<file path="src/rtl/issue_queue.sv">
// issue_queue: age-ordered compacting issue queue with writeback wakeup and oldest-ready-first select.
// Optional build macro IQ_WB_BYPASS_EN lets same-cycle writeback wakeups feed the select path.
`ifndef DISPATCH_WIDTH
`define DISPATCH_WIDTH 2
`endif
`ifndef WB_WIDTH
`define WB_WIDTH 2
`endif

module issue_queue #(
    parameter int IQ_DEPTH   = 8,
    parameter int PREG_WIDTH = 6
) (
    input  logic                                             clk,
    input  logic                                             rst,
    input  logic [`DISPATCH_WIDTH-1:0]                       dispatch_valid_i,
    input  logic [`DISPATCH_WIDTH-1:0][3*PREG_WIDTH+1:0]     dispatch_data_i,
    output logic [`DISPATCH_WIDTH-1:0]                       dispatch_ready_o,
    output logic                                             issue_valid_o,
    output logic [3*PREG_WIDTH+1:0]                          issue_data_o,
    input  logic                                             issue_ready_i,
    input  logic [`WB_WIDTH-1:0]                             wb_valid_i,
    input  logic [`WB_WIDTH-1:0][PREG_WIDTH-1:0]             wb_pdest_i,
    input  logic                                             flush_i
);

    localparam int DW  = `DISPATCH_WIDTH;
    localparam int WBW = `WB_WIDTH;
    localparam int CW  = $clog2(IQ_DEPTH + 1);

    typedef struct packed {
        logic [PREG_WIDTH-1:0] src0;
        logic                  src0_ready;
        logic [PREG_WIDTH-1:0] src1;
        logic                  src1_ready;
        logic [PREG_WIDTH-1:0] pdest;
    } entry_t;

    entry_t          entry_q [IQ_DEPTH];
    entry_t          entry_d [IQ_DEPTH];
    logic [CW-1:0]   cnt_q;
    logic [CW-1:0]   cnt_d;

    entry_t          view    [IQ_DEPTH];
    logic [IQ_DEPTH-1:0] cand;
    logic            found;
    int              sel_idx;
    entry_t          sel_entry;
    logic            iss;

    // Sets the ready bit of any source operand whose tag matches a valid writeback lane.
    function automatic entry_t wake(input entry_t e,
                                    input logic [WBW-1:0] v,
                                    input logic [WBW-1:0][PREG_WIDTH-1:0] tag);
        entry_t r;
        r = e;
        for (int j = 0; j < WBW; j++) begin
            if (v[j] && (tag[j] == e.src0)) r.src0_ready = 1'b1;
            if (v[j] && (tag[j] == e.src1)) r.src1_ready = 1'b1;
        end
        return r;
    endfunction

    // Free slots come from the registered count only, so a same-cycle issue never reopens a lane.
    always_comb begin
        for (int i = 0; i < DW; i++) begin
            dispatch_ready_o[i] = !rst && ((IQ_DEPTH - int'(cnt_q)) > i);
        end
    end

    always_comb begin
        for (int k = 0; k < IQ_DEPTH; k++) begin
`ifdef IQ_WB_BYPASS_EN
            view[k] = wake(entry_q[k], wb_valid_i, wb_pdest_i);
`else
            view[k] = entry_q[k];
`endif
            cand[k] = (k < int'(cnt_q)) && view[k].src0_ready && view[k].src1_ready;
        end
    end

    // Scan from the youngest down so the oldest candidate wins.
    always_comb begin
        found     = 1'b0;
        sel_idx   = 0;
        sel_entry = '0;
        for (int k = IQ_DEPTH - 1; k >= 0; k--) begin
            if (cand[k]) begin
                found     = 1'b1;
                sel_idx   = k;
                sel_entry = view[k];
            end
        end
    end

    assign issue_valid_o = found && !flush_i && !rst;
    assign issue_data_o  = sel_entry;
    assign iss           = issue_valid_o && issue_ready_i;

    always_comb begin
        int     base;
        int     acc;
        int     cnt_n;
        entry_t shifted;
        base  = int'(cnt_q) - (iss ? 1 : 0);
        acc   = 0;
        for (int i = 0; i < DW; i++) begin
            if (dispatch_valid_i[i] && dispatch_ready_o[i]) acc = acc + 1;
        end
        cnt_n = base + acc;

        for (int k = 0; k < IQ_DEPTH; k++) begin
            shifted = entry_q[k];
            if (iss && (k >= sel_idx)) begin
                if (k + 1 < IQ_DEPTH) shifted = entry_q[(k + 1) % IQ_DEPTH];
                else                  shifted = '0;
            end
            entry_d[k] = wake(shifted, wb_valid_i, wb_pdest_i);
            for (int i = 0; i < DW; i++) begin
                if (dispatch_valid_i[i] && dispatch_ready_o[i] && (base + i == k)) begin
                    entry_d[k] = wake(entry_t'(dispatch_data_i[i]), wb_valid_i, wb_pdest_i);
                end
            end
            if (k >= cnt_n || flush_i) entry_d[k] = '0;
        end

        cnt_d = flush_i ? '0 : CW'(cnt_n);
    end

    always_ff @(posedge clk) begin
        if (rst) begin
            cnt_q <= '0;
            for (int k = 0; k < IQ_DEPTH; k++) entry_q[k] <= '0;
        end else begin
            cnt_q <= cnt_d;
            for (int k = 0; k < IQ_DEPTH; k++) entry_q[k] <= entry_d[k];
        end
    end

endmodule

</file>
<file path="config.mk">
export PLATFORM = sky130hd
export DESIGN_NAME = issue_queue
export DESIGN_NICKNAME = d
export VERILOG_FILES = /design/src/rtl/issue_queue.sv
export SDC_FILE = /design/constraint.sdc
export NUM_CORES = 1
export LEC_CHECK = 0
export CAP_MARGIN = 0
export CORE_UTILIZATION = 54
export CTS_CLUSTER_DIAMETER = 50
export DETAILED_ROUTE_END_ITERATION = 12
export GPL_ROUTABILITY_DRIVEN = 1
export PLACE_DENSITY = 0.73
export SETUP_SLACK_MARGIN = 0.3
export SYNTH_ARGS = -nofsm -noshare
export SYNTH_HDL_FRONTEND = slang
export SYNTH_SLANG_ARGS = --single-unit
</file>
<file path="constraint.sdc">
create_clock -name clk -period 7.3 [get_ports clk]
set_clock_uncertainty 0.05 [all_clocks]
set_input_delay 1.46 -clock clk [delete_from_list [all_inputs] [get_ports clk]]
set_output_delay 1.46 -clock clk [all_outputs]
set_load 0.005 [all_outputs]
</file>
After elaboration in Yosys (flattened, before gate mapping):

Memories as Yosys holds them, arrays and structs flattened.
Cells that the tools add are included.

* register bits: 4
* memory bits (writable): 160
* input bits: 60
* output and inout bits: 23
* logic and storage cells: 305
* memories kept: 1

Memory list
* entry_q: depth 8, width 20, rd ports 8, clocked after Yosys merged registers in 0, wr ports 8, line 39 `entry_t entry_q [IQ_DEPTH];`

* $add $sub $neg: 5
* $lt $le $gt $ge: 26
* equal/unequal tests: 54
* mux-type cells: 110
* bitwise operators: 8
* reductions and logical operators: 100

Operators with widths (number)
* 20-bit 2-to-1 mux: 48
* 4-bit by 32-bit greater-or-equal comparator with 1-bit output (first input constant): 8
* 32-bit 2-to-1 mux: 8
* 6-bit equality test: 40
* 3-bit by 32-bit greater-or-equal comparator with 1-bit output (first input constant): 4
* 1-bit logical AND: 87
* 1-bit by 32-bit greater-or-equal comparator with 1-bit output (first input constant): 2
* 2-bit by 32-bit greater-or-equal comparator with 1-bit output (first input constant): 2
* 32-bit logical NOT: 2
* 1-bit 2-to-1 mux: 53
* 32-bit by 2-bit adder with 32-bit output (second input constant): 1
* 5-bit by 32-bit adder with 32-bit output: 1
* 6-bit by 4-bit equality test with 1-bit output (second input constant): 4
* 5-bit by 4-bit equality test with 1-bit output (second input constant): 4
* 3-bit by 4-bit < comparator with 1-bit output (first input constant): 4
* 6-bit by 3-bit equality test with 1-bit output (second input constant): 2
* 5-bit by 3-bit equality test with 1-bit output (second input constant): 2
* 1-bit logical OR: 8
* 1-bit by 4-bit < comparator with 1-bit output (first input constant): 2
* 2-bit by 4-bit < comparator with 1-bit output (first input constant): 2
* 1-bit OR: 8
* 5-bit by 2-bit adder with 6-bit output (second input constant): 1
* 6-bit by 2-bit equality test with 1-bit output (second input constant): 1
* 5-bit by 2-bit equality test with 1-bit output (second input constant): 1
* other kinds (7): 8

Logic depth before layout (Yosys ltp):

* depth in word-level cells: 24
* mapped depth: 26
* mapped depth without buffers: 24

Worst setup path after synthesis:

OpenSTA, ideal clock, no wires.

* kind: input-to-reg
* start: input port flush_i
* end: memory entry_q[1][63] in the netlist's numbering
* library setup time: 0.132 ns
* arrival time: 5.471 ns
* data required time: 7.118 ns
* path slack: 1.648 ns
* stages on the path: 20
* cell sequence: nor2_1 -> and2_1 -> clkbuf_1 -> o21ai_4 -> inv_2 -> clkbuf_1 -> ha_1 -> inv_1 -> ha_1 -> inv_1 -> fa_1 -> or3_1 -> ha_1 -> nor4b_1 -> nand4_1 -> or2_2 -> nand2_1 -> clkbuf_1 -> clkbuf_1 -> nor3_1

RTL lines
* start: declaration: line 24 `input logic flush_i`
* end: declaration: line 39

==> summary.md <==
| Metric | Value |
|---|---|
| Status | finished, final reports clean |
| Initial antenna violation count | 0 |
| Num ports | 83 |
| Finish-stage setup viols | 0 |
| Final Critical Period | around 6.6 ns |
| Synth Net Count | 2089 |
| Final Hold Viols | 0 |
| Clk sinks | 164 |
| Core area | 26100 um^2 |
| Placer Congestion | 1.03 |
| Crit share post-route | 0.903 |
| Mapped cell area | 14400 um^2 |
| Max frequency | 0.152 GHz |
| Reg-to-Reg Start | cnt_q[1]$_SDFF_PP0_ |
| Critical Path Start Type | flop |
| Std-Cell Rows | 59 |
| NetSw | 692 uW |
| CTS Root Cell | clkbuf_16 |
| Worst endpoint required time | 7.57 ns |
| Hold Startpoint | entry_q[0][65]$_SDFFE_PP0P_ |
| Met2 Use GR | 0.638 |
| Starting Density | 0.552 |
| Total CTS buffers | 17 |
| Kind of critical path | reg2reg |
| Largest net degree at the start of global routing | 42 |
| Sequential Power Share | 0.402 |
| Total global-route track usage | 0.438 |
| LEAKAGE | 0.00583 uW |
| Grt ovf | 0 |
| Die extent in y | around 170 um |
| Worst-path clk slew | 0.07 ns |
| Fillcell total | 2465 |
| Power Dens Cells | 141 nW/um^2 |
| Die area | between 20000 and 30000 um^2 |
| Syn Inst Count | 2016 |
| Final Max Tran Viols | 0 |
| WL final | 60.0 mm |
| Int Pwr | 1550 uW |
| Drt first pass iters | 6 |
| Number of synthesized flops with an enable pin | 0 |
| Grt met3 use | 0.0914 |
| Synth Flop Type | dfxtp_1 |
| DR iter-0 viols | 2296 |
| CP startpoint | cnt_q[1]$_SDFF_PP0_ |
| Warnings from Yosys | 0 |
| Routed Antenna Nets | 0 |
| Post-Syn Area per Cell | 7.13 um^2 |
| Vias in the first global route | 14700 |
| Peak supply drop | 0.000143 V |
| Relative slew slack | 0.190 |
| Register area share after synthesis | 0.228 |
| TritonCTS clock tree | done |
| Ant diodes | 0 |
| I/O Buffers | 82 |
| Combinational power share | 0.164 |
| Most frequent cells in the layout | nand2_1, nor2_1, xnor2_1 |
| Max cap viols | 0 |
| Largest buffer count on any clock path | 2 |
| CP endpoint kind | flop |
| Switch share | 0.308 |
| Data arrival, critical path | 6.86 ns |
| Residual DRC | 0 |
| Total number of vias | 16200 |
| Setup TNS | 0 ns |
| Hold WC Path Type | reg2reg |
| Met1 usage | 0.613 |
| Clk_lat worst skew | between 0.4 and 0.5 ns |
| Post-DP HPWL | around 42 mm |
| First-pass GRT wire length | 89.9 mm |
| #FFs+latches synth | 164 |
| RSZ-0062 raised after global routing | false |
| Share of power burned in the clock network | 0.434 |
| Commonest non-fill, non-tap cell in the layout | nand2_1 |
| H-tree levels | 4 |
| CP max FO | a little over 40 |
| Vias per Instance | 7.00 |
| Nets | 2036 |
| Total Power | 2240 uW |
| Synth-to-layout area growth | 10.6% |
| Die extent in x | 165 um |
| WL per Instance | 26.0 um |
| Global route hottest layer | met2 |
| Share of cells above drive strength 1 | 0.0683 |
| Slew @ Worst Pin | 1.21 ns |
| Distinct cells, synth | 83 |
| Asr flop ratio synth | 0 |
==> Yosys cell counts, types with 6 or more instances <==
library cell,count,area [um^2]
dfxtp_1,164,3280
nand2b_1,16,100
xnor2_1,170,1490
nand3_1,47,235
a22oi_1,10,75.1
nand4_1,39,244
a211oi_1,29,218
nand2_1,266,998
o22ai_1,21,131
nor3_1,66,330
a31oi_1,21,131
buf_1,21,78.8
xor2_1,56,490
o32ai_1,6,52.6
a221oi_1,43,377
o21ai_0,104,521
and3_1,6,37.5
nor3b_1,6,45.0
o221ai_1,27,236
nor4_1,37,231
a311oi_1,6,52.6
o21a_1,6,45.0
clkbuf_2,6,30.0
clkbuf_1,167,627
inv_1,20,75.1
o211ai_1,84,631
ha_1,12,150
buf_2,15,75.1
nor2_1,188,706
mux2i_1,78,781
o311ai_0,18,158
and2_1,10,62.6
a21oi_1,152,761
==> routing by layer <==
layer	part of all wire	routed length [um]
met1	0.40	24100
met2	0.42	24900
met3	0.13	8010
met4	0.050	2980
met5	0	0
==> path summary, 6_finish.rpt <==
check / depth (start not counted) / to / slack, ns
setup reg to reg: 21 / entry_q[1][21]$_SDFFE_PP0P_ / 0.71
hold / removal: 2 / entry_q[0][65]$_SDFFE_PP0P_ / 0.42
hold reg to reg: 2 / entry_q[0][65]$_SDFFE_PP0P_ / 0.42
setup / recovery: 21 / entry_q[1][21]$_SDFFE_PP0P_ / 0.71
==> power groups by stage <==
stage	combinational, uW	clock [uW]	sequential [uW]
6_report	369	973	902
2_1_floorplan	216	0	922
4_1_cts	352	971	902
3_5_place_dp	350	0	923
3_3_place_gp	347	0	923
5_1_grt	382	1000	903
==> logic make-up after synthesis <==
kind of cell             Yosys count  share of synthesized area
AND/OR/NAND/NOR                  715                      0.228
AO/OA/AOI/OAI                    577                      0.270
buffers and inverters            241                     0.0676
XOR/XNOR                         226                      0.138
flip-flops                       164                      0.228
multiplexers                      80                     0.0568
adder cells (fa/ha/maj)           13                     0.0118
==> worst max-delay path, cell delays in order (launching register included) <==
cell and delay [ns]:
dfxtp_1 0.41, inv_1 0.15, ha_1 0.30, nor2b_4 0.08, o211a_2 0.51, or4_1 0.77, o21ai_4 0.21, inv_2 0.06
ha_1 0.21, ha_1 0.63, inv_1 0.27, ha_1 0.34, a21oi_1 0.06, nor2_1 0.29, nand2_1 0.11, ha_1 0.20
nor4b_1 0.32, nand4_1 0.29, or2_2 0.39, o21a_1 0.47, o21ai_0 0.24, a21oi_1 0.09
==> through the flow <==
stage / setup slack [ns] / area (um^2) / utilization / hold WS, ns / std cells
2_1_floorplan: 1.65 / 14400 / - / 0.393 / 2016
3_3_place_gp: 0.669 / 15300 / 0.586 / 0.410 / 2276
3_5_place_dp: 0.447 / 15300 / 0.586 / 0.414 / 2276
4_1_cts: 0.417 / 15900 / 0.609 / 0.425 / 2308
5_1_grt: 0.403 / 15900 / 0.611 / 0.451 / 2311
6_report: 0.707 / 15900 / 0.611 / 0.425 / 2311
==> repair_timing <==
action / 4_1_cts / 5_1_grt
gates resized for setup: 0 / 3
setup endpoints to repair: 0 / 124
hold buffers: 0 / 0
buffers inserted: 0 / 2
hold endpoints to repair: 0 / 0
==> registers in the layout (all words and copies together) (netlist names) <==
register / flops
cnt_q: 4
entry_q: 160
==> area by class of cell <==
cell class,instances,area [um^2],area share
Clock buffer,19,443,0.0278
Clock inverter,13,163,0.0102
Inverter,26,97.6,0.00613
Sequential cell,164,3280,0.206
Timing Repair Buffer,142,1260,0.0793
Multi-Input combinational cell,1612,10200,0.644
Tap cell,335,419,0.0263
Note: power is estimated with default switching activity, not from simulation.
